$ cat src/rtl/gpi_irq_pkg.sv
// Shared constants for the GPI event/interrupt controller: CSR register offsets
// and the width of the per-input debounce counter.
package gpi_irq_pkg;

    localparam logic [2:0] REG_STATE   = 3'd0;
    localparam logic [2:0] REG_RISE_EN = 3'd1;
    localparam logic [2:0] REG_FALL_EN = 3'd2;
    localparam logic [2:0] REG_STATUS  = 3'd3;
    localparam logic [2:0] REG_IRQ_EN  = 3'd4;

    localparam int REG_COUNT = 5;

    // Debounce counter width; enough for DEB_TICKS up to 15.
    localparam int DEB_CNT_W = 4;

endpackage

$ cat src/rtl/gpi_irq_ctrl_if.sv
// 5-bit CSR bus shared by the CSR slaves: address, write data, write strobe
// and combinational read data.
interface gpi_irq_ctrl_if;

    logic [4:0] csr_a;
    logic [7:0] csr_di;
    logic       csr_we;
    logic [7:0] csr_do;

    modport master (output csr_a, output csr_di, output csr_we, input csr_do);
    modport slave  (input csr_a, input csr_di, input csr_we, output csr_do);

endinterface

$ cat src/rtl/gpi_debounce.sv
// One input channel: two-flop synchronizer followed by a tick-driven debouncer.
// With GPI_IRQ_DEBOUNCE_EN undefined the synchronizer output is used directly.
module gpi_debounce
    import gpi_irq_pkg::*;
#(
    parameter int DEB_TICKS = 4
) (
    input  logic clk,
    input  logic rst,
    input  logic tick,
    input  logic raw,
    output logic stable
);

    logic sync1;
    logic sync2;

    always_ff @(posedge clk) begin
        if (rst) begin
            sync1 <= 1'b0;
            sync2 <= 1'b0;
        end else begin
            sync1 <= raw;
            sync2 <= sync1;
        end
    end

`ifdef GPI_IRQ_DEBOUNCE_EN
    localparam logic [DEB_CNT_W-1:0] CNT_LAST = DEB_CNT_W'(DEB_TICKS - 1);

    logic [DEB_CNT_W-1:0] cnt;
    logic                 stable_q;

    // Any return to the accepted level restarts the count, so only a level held
    // across DEB_TICKS consecutive ticks is accepted.
    always_ff @(posedge clk) begin
        if (rst) begin
            cnt      <= '0;
            stable_q <= 1'b0;
        end else if (sync2 == stable_q) begin
            cnt <= '0;
        end else if (tick) begin
            if (cnt == CNT_LAST) begin
                stable_q <= sync2;
                cnt      <= '0;
            end else begin
                cnt <= cnt + DEB_CNT_W'(1);
            end
        end
    end

    assign stable = stable_q;
`else
    localparam int unused_deb_ticks = DEB_TICKS;
    logic unused_tick;

    assign unused_tick = tick;
    assign stable      = sync2;
`endif

endmodule

$ cat src/rtl/gpi_irq_ctrl.sv
// GPI event and interrupt controller: per-input sync/debounce, edge detect,
// W1C status and a registered level interrupt. Debounce built only with GPI_IRQ_DEBOUNCE_EN.
module gpi_irq_ctrl
    import gpi_irq_pkg::*;
#(
    parameter logic [4:0] BASE_ADDR = 5'd0,
    parameter int         NUM_GPIOS = 8,
    parameter int         PRESCALE  = 1000,
    parameter int         DEB_TICKS = 4
) (
    input  logic                 clk,
    input  logic                 rst,
    gpi_irq_ctrl_if.slave        csr,
    input  logic [NUM_GPIOS-1:0] in,
    output logic                 irq
);

    logic                 tick;
    logic [NUM_GPIOS-1:0] stable;
    logic [NUM_GPIOS-1:0] stable_prev;
    logic [NUM_GPIOS-1:0] rise_en;
    logic [NUM_GPIOS-1:0] fall_en;
    logic [NUM_GPIOS-1:0] status;
    logic [NUM_GPIOS-1:0] irq_en;
    logic [NUM_GPIOS-1:0] evt;
    logic [NUM_GPIOS-1:0] clr;

`ifdef GPI_IRQ_DEBOUNCE_EN
    localparam int              PS_W    = (PRESCALE > 1) ? $clog2(PRESCALE) : 1;
    localparam logic [PS_W-1:0] PS_LAST = PS_W'(PRESCALE - 1);

    logic [PS_W-1:0] ps_cnt;

    always_ff @(posedge clk) begin
        if (rst) begin
            ps_cnt <= '0;
        end else if (ps_cnt == PS_LAST) begin
            ps_cnt <= '0;
        end else begin
            ps_cnt <= ps_cnt + PS_W'(1);
        end
    end

    assign tick = (ps_cnt == PS_LAST);
`else
    localparam int unused_prescale = PRESCALE;

    assign tick = 1'b0;
`endif

    for (genvar g = 0; g < NUM_GPIOS; g++) begin : g_ch
        gpi_debounce #(
            .DEB_TICKS(DEB_TICKS)
        ) u_deb (
            .clk   (clk),
            .rst   (rst),
            .tick  (tick),
            .raw   (in[g]),
            .stable(stable[g])
        );
    end

    // Offset wraps modulo 32, so a single compare covers both range bounds.
    logic [4:0] off;
    logic       in_range;
    logic       wr_rise;
    logic       wr_fall;
    logic       wr_status;
    logic       wr_irq;

    assign off       = csr.csr_a - BASE_ADDR;
    assign in_range  = (off < 5'(REG_COUNT));
    assign wr_rise   = csr.csr_we && (off == 5'(REG_RISE_EN));
    assign wr_fall   = csr.csr_we && (off == 5'(REG_FALL_EN));
    assign wr_status = csr.csr_we && (off == 5'(REG_STATUS));
    assign wr_irq    = csr.csr_we && (off == 5'(REG_IRQ_EN));

    assign evt = (stable & ~stable_prev & rise_en) | (~stable & stable_prev & fall_en);
    assign clr = wr_status ? csr.csr_di[NUM_GPIOS-1:0] : '0;

    // A new event is OR-ed in after the clear so it survives a same-cycle W1C.
    always_ff @(posedge clk) begin
        if (rst) begin
            stable_prev <= '0;
            rise_en     <= '0;
            fall_en     <= '0;
            status      <= '0;
            irq_en      <= '0;
            irq         <= 1'b0;
        end else begin
            stable_prev <= stable;
            if (wr_rise) rise_en <= csr.csr_di[NUM_GPIOS-1:0];
            if (wr_fall) fall_en <= csr.csr_di[NUM_GPIOS-1:0];
            if (wr_irq)  irq_en  <= csr.csr_di[NUM_GPIOS-1:0];
            status <= (status & ~clr) | evt;
            irq    <= |(status & irq_en);
        end
    end

    logic [7:0] rd;

    always_comb begin
        rd = '0;
        if (in_range) begin
            case (off[2:0])
                REG_STATE:   rd[NUM_GPIOS-1:0] = stable;
                REG_RISE_EN: rd[NUM_GPIOS-1:0] = rise_en;
                REG_FALL_EN: rd[NUM_GPIOS-1:0] = fall_en;
                REG_STATUS:  rd[NUM_GPIOS-1:0] = status;
                REG_IRQ_EN:  rd[NUM_GPIOS-1:0] = irq_en;
                default:     rd = '0;
            endcase
        end
    end

    assign csr.csr_do = rd;

endmodule
$ cat src/flat_wrapper.sv
// flat-port wrapper written by rule: the top's interface ports become plain ports
module gpi_irq_ctrl_flat import gpi_irq_pkg::*;
#(
    parameter logic [4:0] BASE_ADDR = 5'd0,
    parameter int         NUM_GPIOS = 8,
    parameter int         PRESCALE  = 1000,
    parameter int         DEB_TICKS = 4
)
  (clk, rst, in, irq, csr_csr_a, csr_csr_di, csr_csr_we, csr_csr_do);
  gpi_irq_ctrl_if csr_i ();
  input  logic clk;
  input  logic rst;
  input  logic [NUM_GPIOS-1:0] in;
  output logic irq;
  input wire logic [$bits(csr_i.csr_a)-1:0] csr_csr_a;
  input wire logic [$bits(csr_i.csr_di)-1:0] csr_csr_di;
  input wire logic [$bits(csr_i.csr_we)-1:0] csr_csr_we;
  output wire logic [$bits(csr_i.csr_do)-1:0] csr_csr_do;
  assign csr_i.csr_a = csr_csr_a;
  assign csr_i.csr_di = csr_csr_di;
  assign csr_i.csr_we = csr_csr_we;
  assign csr_csr_do = csr_i.csr_do;
  gpi_irq_ctrl #(.BASE_ADDR(BASE_ADDR), .NUM_GPIOS(NUM_GPIOS), .PRESCALE(PRESCALE), .DEB_TICKS(DEB_TICKS)) u_core (.clk(clk), .rst(rst), .csr(csr_i), .in(in), .irq(irq));
endmodule
$ cat config.mk
export PLATFORM = sky130hd
export DESIGN_NAME = gpi_irq_ctrl_flat
export DESIGN_NICKNAME = d
export VERILOG_FILES = /design/src/rtl/gpi_irq_pkg.sv /design/src/rtl/gpi_irq_ctrl_if.sv /design/src/rtl/gpi_debounce.sv /design/src/rtl/gpi_irq_ctrl.sv /design/src/flat_wrapper.sv
export SDC_FILE = /design/constraint.sdc
export NUM_CORES = 1
export LEC_CHECK = 0
export CORE_ASPECT_RATIO = 1.4
export CORE_MARGIN = 2
export CORE_UTILIZATION = 60
export CTS_BUF_LIST = sky130_fd_sc_hd__clkbuf_4
export DETAILED_ROUTE_END_ITERATION = 12
export HOLD_SLACK_MARGIN = 0.06
export PLACE_DENSITY = 0.95
export SYNTH_ARGS = -nofsm -noshare
export SYNTH_HDL_FRONTEND = slang
export SYNTH_SLANG_ARGS = --single-unit
$ cat constraint.sdc
create_clock -name clk -period 2.5 [get_ports clk]
set_clock_uncertainty 0.05 [all_clocks]
set_input_delay 0.25 -clock clk [delete_from_list [all_inputs] [get_ports clk]]
set_output_delay 0.25 -clock clk [all_outputs]
set_load 0.02 [all_outputs]
==> flow_summary.rst, run 1 <==
.. list-table::
   :header-rows: 1

   * - Metric
     - Value
   * - Startpoint class of the critical path
     - primary input
   * - Count of different cell masters after synthesis
     - 31
   * - Dpl ws
     - -0.00872 ns
   * - All-layer global routing usage
     - 0.273
   * - Chip Height
     - around 83 um
   * - # diodes
     - 0
   * - Vias in the first global route
     - between 2000 and 2500
   * - Result of the run
     - complete, no violations
   * - Peak clock frequency supported by timing
     - approximately 440 MHz
   * - Worst Hold Class
     - in2reg
   * - Final Critical Period
     - approximately 2.3 ns
   * - Power density normalized to cell area
     - just under 600 mW/mm^2
   * - Post-synthesis simple-gate area fraction
     - 0.305
   * - Total placed instance area
     - about 0.0031 mm^2
   * - Setup Buffers After CTS
     - 0
   * - Largest family of logic cells by synthesized area
     - simple AND/OR/NAND/NOR gates
   * - H-tree levels
     - 3
   * - Least-Margin Pin Slew
     - just under 0.6 ns
   * - DP Wirelength
     - approximately 4000 um
   * - Critical Path AT
     - ~2.0 ns
   * - Core ar.
     - between 0.004 and 0.005 mm^2
   * - Worst setup path category
     - in2out
   * - Clock root buffer
     - sky130_fd_sc_hd__clkbuf_4
   * - Final core utilization
     - 0.766
   * - Count of nets left with antenna violations after detail routing
     - 0
   * - MaxCap Viol Count
     - 0
   * - Synthesized-area fraction occupied by xor and xnor cells
     - 0
   * - Starting density of the core
     - 0.624
   * - Compound-gate portion of the synthesized area
     - 0.158
   * - Final estimated routing congestion in global placement
     - between 0.8 and 0.9
   * - Nets@finish
     - between 300 and 400
   * - Final number of max-transition violations
     - 0
   * - CP max FO
     - 4
   * - Number of clock sinks
     - 57
   * - Required time at the worst-slack endpoint
     - 2.20 ns
   * - Global-route wire length before repair
     - approximately 10000 um
   * - Wire per inst
     - ~15 um
   * - Initial antenna violation count
     - 0
   * - Final cycle utilization of the critical path
     - 0.902
   * - Sum Neg Setup Slack
     - 0 ns
   * - Rows
     - 28
   * - Setup violations, final
     - 0
   * - Post-route non-filler standard cell count
     - 391
   * - Global route total overflow
     - 0
   * - Adder-Cell Fraction of Synth Area
     - 0
   * - Synth area leaders
     - sky130_fd_sc_hd__dfxtp_1, sky130_fd_sc_hd__nand3b_1, sky130_fd_sc_hd__mux2i_1, sky130_fd_sc_hd__nor2b_1, sky130_fd_sc_hd__o21ai_0
   * - Clock Tree Buf Depth
     - 2
   * - Remaining DRCs
     - 0
   * - Overall Power
     - around 1.9 mW
   * - Reg clk slew, reported paths
     - roughly 0.10 ns
   * - Synth Register Bits
     - 57
   * - TritonCTS buffer count
     - 9
   * - Drt initial violations
     - ~160
   * - Avg Synthesized Cell Area
     - 9.16 um^2
   * - Worst hold margin
     - about 0.34 ns
   * - Chip Width
     - 60.1 um
   * - Input/output buffers
     - 32
   * - Skew-Pair Late Insertion Delay
     - roughly 0.40 ns
   * - Sequential cell area fraction in the yosys report
     - 0.431
   * - Remaining max-slew budget at the tightest pin
     - 0.611
   * - Proportion of netlist area held by the largest area contributor
     - 0.431
   * - First-pass detailed-route iteration total
     - 4
   * - Drt via density
     - a little under 6
   * - Number of ports placed on the die boundary
     - 33
   * - Worst vdd ir
     - between 0.5 and 0.6 mV
   * - Die footprint
     - around 0.0050 mm^2
   * - Final std cell area, no fill
     - 0.00325 mm^2
   * - Standby leakage power
     - around 1.1 nW
   * - Placed Cells incl. Taps
     - about 380
   * - Commonest register cell after synthesis
     - sky130_fd_sc_hd__dfxtp_1
   * - Kind of end point of the critical path
     - output port
   * - Number of inserted filler cells in the final layout
     - 300
   * - Post-synthesis instance area
     - between 0.002 and 0.003 mm^2
   * - Count of mapped cells out of synthesis
     - around 290
   * - Clock tree from TritonCTS
     - yes
   * - Synth warnings
     - 0
   * - Vias after detailed routing
     - approximately 2300
   * - Largest area contributor in the netlist
     - sky130_fd_sc_hd__dfxtp_1
   * - Unrepaired setup endpoints after global routing
     - false
   * - Final hold violation count
     - 0
   * - Detailed-route wire length
     - approximately 6000 um
   * - Post-synthesis async set-or-reset flop share
     - 0
   * - Share of final-layout standard cells stronger than drive strength 1
     - 0.130
   * - Mux cell area share after synthesis
     - 0.0643
   * - Syn_nets
     - 313
   * - Area Overhead vs Synth
     - 22.7%
   * - Number of enable flip-flop cells after synthesis
     - 0
   * - Maximum number of pins on one net before global-route repair
     - 66
   * - Final worst-path setup slack
     - around 0.24 ns
cell type report:
type | instances | area, um^2 | share of cell area
clock buffers | 9 | 67.6 | 0.0208
well taps | 60 | 75.1 | 0.0231
multi-input cells | 207 | 1400 | 0.430
clock inverters | 7 | 93.8 | 0.0289
flip-flops and latches | 57 | 1140 | 0.351
repair buffers | 51 | 473 | 0.146
cell families (layout without fill, tap and decap cells):
family          after synthesis  count (layout)
compound gates               70              70
mux                          17              17
buf+inv                      25              67
simple gates                120             120
flops                        57              57
cell usage in the layout (no fill, tap or decap), types with 2 or more instances in the layout:
| master | netlist | layout |
|---|---|---|
| sky130_fd_sc_hd__dfxtp_1 | 57 | 57 |
| sky130_fd_sc_hd__buf_4 | 0 | 17 |
| sky130_fd_sc_hd__nand3b_1 | 30 | 30 |
| sky130_fd_sc_hd__dlygate4sd2_1 | 0 | 8 |
| sky130_fd_sc_hd__nand4b_1 | 8 | 8 |
| sky130_fd_sc_hd__nand3_1 | 16 | 16 |
| sky130_fd_sc_hd__o21ai_0 | 24 | 24 |
| sky130_fd_sc_hd__clkinv_2 | 0 | 2 |
| sky130_fd_sc_hd__buf_12 | 0 | 2 |
| sky130_fd_sc_hd__clkbuf_4 | 0 | 9 |
| sky130_fd_sc_hd__clkdlybuf4s50_1 | 0 | 23 |
| sky130_fd_sc_hd__nor2_1 | 7 | 7 |
| sky130_fd_sc_hd__nor2b_1 | 24 | 24 |
| sky130_fd_sc_hd__nor3b_2 | 2 | 2 |
| sky130_fd_sc_hd__a31oi_1 | 8 | 8 |
| sky130_fd_sc_hd__or3b_2 | 2 | 2 |
| sky130_fd_sc_hd__nand2b_1 | 18 | 18 |
| sky130_fd_sc_hd__mux2i_1 | 17 | 17 |
| sky130_fd_sc_hd__bufinv_16 | 0 | 2 |
| sky130_fd_sc_hd__clkinvlp_4 | 0 | 2 |
| sky130_fd_sc_hd__a21oi_1 | 23 | 23 |
| sky130_fd_sc_hd__nor3b_1 | 7 | 7 |
| sky130_fd_sc_hd__o31a_1 | 7 | 7 |
| sky130_fd_sc_hd__a22oi_1 | 4 | 4 |
metal layers:
layer / share of wire / vias up / global-route usage / routed length (um)
li1: - / 1119 / - / -
met1: 0.42 / 1097 / 0.345 / 2530
met2: 0.48 / 79 / 0.411 / 2910
met3: 0.067 / 14 / 0.0670 / 402
met4: 0.029 / 0 / 0.169 / 172
met5: 0 / - / 0 / 0
Yosys cell counts, types with 8 or more instances:
master / count
sky130_fd_sc_hd__a21oi_1: 23
sky130_fd_sc_hd__a31oi_1: 8
sky130_fd_sc_hd__clkbuf_1: 16
sky130_fd_sc_hd__dfxtp_1: 57
sky130_fd_sc_hd__mux2i_1: 17
sky130_fd_sc_hd__nand2b_1: 18
sky130_fd_sc_hd__nand3_1: 16
sky130_fd_sc_hd__nand3b_1: 30
sky130_fd_sc_hd__nand4b_1: 8
sky130_fd_sc_hd__nor2b_1: 24
sky130_fd_sc_hd__o21ai_0: 24
what timing repair did:
item | in CTS | in global routing
gates resized for setup | 8 | 0
hold buffers | 0 | 0
endpoints found under the setup margin | 8 | 0
final timing paths:
path / start / endpoint / slack (ns) / cells after the start
worst min register to register: u_core.g_ch[4].u_deb.sync1$_SDFF_PP0_ / u_core.g_ch[4].u_deb.stable$_SDFF_PP0_ / 0.40 / 1
worst min-delay path: in[2] / u_core.g_ch[2].u_deb.sync1$_SDFF_PP0_ / 0.34 / 2
worst max register to register: u_core.status[0]$_SDFF_PP0_ / u_core.irq$_SDFF_PP0_ / 1.57 / 2
worst max-delay path: csr_csr_a[1] / csr_csr_do[7] / 0.24 / 6
power breakdown:
group / total [mW] / switching, mW / internal [mW]
Clock: 0.773 / 0.368 / 0.405
Sequential: 0.936 / 0.00981 / 0.926
Combinational: 0.175 / 0.0862 / 0.0888
registers in the layout, indices dropped and copies added (netlist names):
name / count
u_core.rise_en: 8
u_core.g_ch.u_deb.sync1: 8
u_core.stable_prev: 8
u_core.irq_en: 8
u_core.fall_en: 8
u_core.irq: 1
u_core.status: 8
u_core.g_ch.u_deb.stable: 8
critical path, stage by stage:
cell and delay (ns):
sky130_fd_sc_hd__clkdlybuf4s50_1 0.43, sky130_fd_sc_hd__or2_2 0.35, sky130_fd_sc_hd__a211oi_4 0.27, sky130_fd_sc_hd__buf_4 0.18, sky130_fd_sc_hd__o31a_1 0.14, sky130_fd_sc_hd__dlygate4sd2_1 0.34
No activity file was read; power rests on OpenSTA's default activity.
==> inputs of run 2 (changes only) <==
--- a/config.mk
+++ b/config.mk
@@ -14,4 +14,5 @@
 export PLACE_DENSITY = 0.95
 export SYNTH_ARGS = -nofsm -noshare
 export SYNTH_HDL_FRONTEND = slang
+export SYNTH_HIERARCHICAL = 1
 export SYNTH_SLANG_ARGS = --single-unit
==> run 2 against run 1 <==
  * Non-clock buffer count up 3
  * Largest cell class unchanged
  * Core utilization rose by 0.36 points
  * Highest routed layer unchanged
  * Synthesized cell count is 12% lower
  * Largest power group unchanged
  * Synthesized area decreased by 7.5%
==> flow_summary.rst, run 2 <==
.. list-table::
   :header-rows: 1

   * - Metric
     - Value
   * - Combined area of the multi-input logic cells
     - 0.00123 mm^2 (-12%)
   * - Placed Cells incl. Taps
     - 335 (-11%)
   * - Count of mapped cells out of synthesis
     - 255 (-12%)
   * - All-layer global routing usage
     - 0.271 (-0.00163)
   * - First-pass detailed-route iteration total
     - 5 (+1)
   * - Comb pwr share
     - 0.092 (about the same)
   * - Share of final-layout standard cells stronger than drive strength 1
     - 0.149 (+0.0194)
   * - Post-synthesis instance area
     - 0.00245 mm^2 (-7.5%)
   * - Core ar.
     - 0.00392 mm^2 (-7.6%)
   * - Rows
     - 27 (-3.6%)
   * - Dpl ws
     - -0.0199 ns (-0.0112 ns)
   * - Post-route non-filler standard cell count
     - 351 (-10%)
   * - Net switching share of the total power
     - 0.249 (+0.00235)
   * - Syn_nets
     - 279 (-11%)
   * - Clock tree from TritonCTS
     - yes
   * - Number of buffers inserted for hold repair after clock tree synthesis
     - 0 (unchanged)
   * - Drt via density
     - 6.16 (+4.3%)
   * - Final cycle utilization of the critical path
     - 0.911 (+0.00944)
   * - Result of the run
     - complete, no violations
   * - H-tree levels
     - 3 (unchanged)
   * - Worst Hold Class
     - in2reg
   * - Fraction of power consumed by sequential logic
     - 0.576 (+0.079)
   * - CP max FO
     - 7 (+3)
   * - MaxCap Viol Count
     - 0 (unchanged)
   * - Initial antenna violation count
     - 0 (unchanged)
   * - Remaining max-slew budget at the tightest pin
     - 0.464 (-0.147)
   * - Avg Synthesized Cell Area
     - 9.60 um^2 (+4.9%)
   * - Kind of end point of the critical path
     - output port
   * - Input/output buffers
     - 32 (unchanged)
   * - Most common library cell in the layout ignoring fill and taps
     - sky130_fd_sc_hd__dfxtp_1
   * - TritonCTS buffer count
     - 9 (unchanged)
   * - # diodes
     - 0 (unchanged)
   * - Vias after detailed routing
     - 2162 (-6.4%)
   * - Count of nets left with antenna violations after detail routing
     - 0 (unchanged)
   * - Number of inserted filler cells in the final layout
     - 275 (-8.3%)
   * - Final std cell area, no fill
     - 0.00302 mm^2 (-7.1%)
   * - Final Critical Period
     - 2.28 ns (+0.0236 ns)
   * - Vias in the first global route
     - 2074 (-4.6%)
   * - Standby leakage power
     - 1.15 nW (+5.2%)
   * - Setup violations, final
     - 0 (unchanged)
   * - Net switching power of the design
     - 0.404 mW (-13%)
   * - Clock Tree Buf Depth
     - 2 (unchanged)
   * - Remaining DRCs
     - 0 (unchanged)
   * - Sum Neg Setup Slack
     - 0 ns (unchanged)
   * - Nets@finish
     - 327 (-6.6%)
   * - Worst setup path category
     - in2out
   * - Total placed instance area
     - 0.00291 mm^2 (-6.1%)
   * - Area Overhead vs Synth
     - 23.2%
   * - Number of ports placed on the die boundary
     - 33 (unchanged)
   * - Reg clk slew, reported paths
     - 0.09 ns (about the same)
   * - Number of clock sinks
     - 57 (unchanged)
   * - Startpoint class of the critical path
     - primary input
   * - Internal power
     - 1.22 mW (-14%)
   * - Setup Buffers After CTS
     - 0 (unchanged)
   * - Final hold violation count
     - 0 (unchanged)
   * - Worst vdd ir
     - 0.478 mV (-6.5%)
   * - Skew-Pair Late Insertion Delay
     - 0.40 ns (about the same)
   * - Power density normalized to cell area
     - 539 mW/mm^2 (-7.1%)
   * - Die footprint
     - 0.00462 mm^2 (-7.0%)
   * - Worst hold margin
     - 0.347 ns (+0.0116 ns)
   * - Clock group share of total power
     - 0.332 (-0.078)
   * - Register area
     - 0.00114 mm^2 (unchanged)
   * - Wire per inst
     - 16.0 um (+3.9%)
   * - Maximum number of pins on one net before global-route repair
     - 56 (-15%)
   * - Critical Path AT
     - 1.98 ns (+0.02 ns)
   * - Global-route wire length before repair
     - 9360 um (-6.7%)
   * - Final number of max-transition violations
     - 0 (unchanged)
   * - Drt initial violations
     - 107 (-31%)
   * - Unrepaired setup endpoints after global routing
     - false
   * - Clock root buffer
     - sky130_fd_sc_hd__clkbuf_4
   * - Final estimated routing congestion in global placement
     - 0.842 (+3.1%)
   * - Required time at the worst-slack endpoint
     - 2.20 ns (about the same)
   * - Chip Height
     - 79.6 um (-3.6%)
   * - Peak clock frequency supported by timing
     - 439 MHz (-1.0%)
   * - Global route total overflow
     - 0 (unchanged)
   * - Synth warnings
     - 6 (+6)
   * - Chip Width
     - 58.0 um (-3.6%)
   * - Final worst-path setup slack
     - 0.221 ns (-0.0236 ns)
   * - Commonest cells after routing, fill and taps aside
     - sky130_fd_sc_hd__dfxtp_1, sky130_fd_sc_hd__nor2b_1, sky130_fd_sc_hd__nand2b_1, sky130_fd_sc_hd__clkdlybuf4s50_1, sky130_fd_sc_hd__buf_4
   * - Least-Margin Pin Slew
     - 0.803 ns (+0.223 ns)
   * - Detailed-route wire length
     - 5600 um (-6.7%)
   * - Starting density of the core
     - 0.625 (about the same)
   * - DP Wirelength
     - 3850 um (-2.7%)
[run 2: cell types whose count changed in the layout (fill, tap and decap cells not counted), moves of 3 or more]
cell	change
sky130_fd_sc_hd__dlygate4sd2_1	-3
sky130_fd_sc_hd__buf_4	+5
sky130_fd_sc_hd__o21ai_0	-9
sky130_fd_sc_hd__a21oi_1	-8
sky130_fd_sc_hd__nand4b_1	-7
sky130_fd_sc_hd__o31a_1	-7
sky130_fd_sc_hd__nand2b_1	+6
sky130_fd_sc_hd__nor2_1	-6
sky130_fd_sc_hd__a22oi_1	+14
sky130_fd_sc_hd__mux2_2	+7
sky130_fd_sc_hd__nor3b_1	-3
sky130_fd_sc_hd__dlymetal6s2s_1	+3
sky130_fd_sc_hd__nand3b_1	-12
[run 2: layout make-up]
| type | instances | share of cell area |
|---|---|---|
| clock buffer | 11 | 0.0274 |
| clock inverter | 5 | 0.00747 |
| multi-input combinational | 181 | 0.409 |
| sequential | 57 | 0.378 |
| tap | 43 | 0.0178 |
| timing repair buffer | 54 | 0.160 |
[run 2: metal layers]
layer / GRT usage / part of all wire / routed length (um) / vias up
li1: - / - / - / 1019
met1: 0.335 / 0.41 / 2310 / 1019
met2: 0.423 / 0.47 / 2640 / 106
met3: 0.0551 / 0.085 / 475 / 18
met4: 0.174 / 0.031 / 175 / 0
met5: 0 / 0 / 0 / -
[run 2: final timing paths]
check,startpoint,end,slack (ns),depth (start not counted)
worst max-delay path,csr_csr_a[1],csr_csr_do[2],0.22,7
worst min-delay path,in[3],u_core/g_ch[3].u_deb/sync1$_SDFF_PP0_,0.35,2
worst max register to register,u_core/status[5]$_SDFF_PP0_,u_core/irq$_SDFF_PP0_,1.57,2
worst min register to register,u_core/g_ch[1].u_deb/sync1$_SDFF_PP0_,u_core/g_ch[1].u_deb/stable$_SDFF_PP0_,0.39,1
[run 2: what timing repair did]
item | CTS | global route
endpoints found under the setup margin | 6 | 3
pin swaps | 0 | 0
gates resized for setup | 6 | 3
[run 2: critical path, cell delays in order]
cell,delay (ns)
sky130_fd_sc_hd__clkdlybuf4s50_1,0.49
sky130_fd_sc_hd__buf_4,0.21
sky130_fd_sc_hd__nor3_1,0.24
sky130_fd_sc_hd__buf_4,0.18
sky130_fd_sc_hd__a22oi_1,0.06
sky130_fd_sc_hd__a21oi_1,0.19
sky130_fd_sc_hd__dlygate4sd2_1,0.36
[run 2: per-stage QoR]
stage / utilization / power (mW)
final: 0.770 / 1.62
after global routing: 0.770 / 1.68
after CTS: 0.768 / 1.63
after detailed placement: 0.742 / 1.10
after global placement: 0.742 / 1.10
after floorplan: - / 1.02
[run 2: power by group through the flow]
stage / clock (mW) / combinational, mW / sequential [mW]
3_5_place_dp: 0 / 0.146 / 0.957
6_report: 0.539 / 0.149 / 0.936
4_1_cts: 0.544 / 0.147 / 0.936
5_1_grt: 0.580 / 0.162 / 0.938
2_1_floorplan: 0 / 0.0694 / 0.954
3_3_place_gp: 0 / 0.143 / 0.956
==> inputs of run 3 (changes only) <==
--- a/config.mk
+++ b/config.mk
@@ -12,6 +12,7 @@
 export DETAILED_ROUTE_END_ITERATION = 12
 export HOLD_SLACK_MARGIN = 0.06
 export PLACE_DENSITY = 0.95
+export SKIP_LAST_GASP = 1
 export SYNTH_ARGS = -nofsm -noshare
 export SYNTH_HDL_FRONTEND = slang
 export SYNTH_HIERARCHICAL = 1
==> results of run 3 <==
Final layout, timing and power as in run 2 (identical DEF).
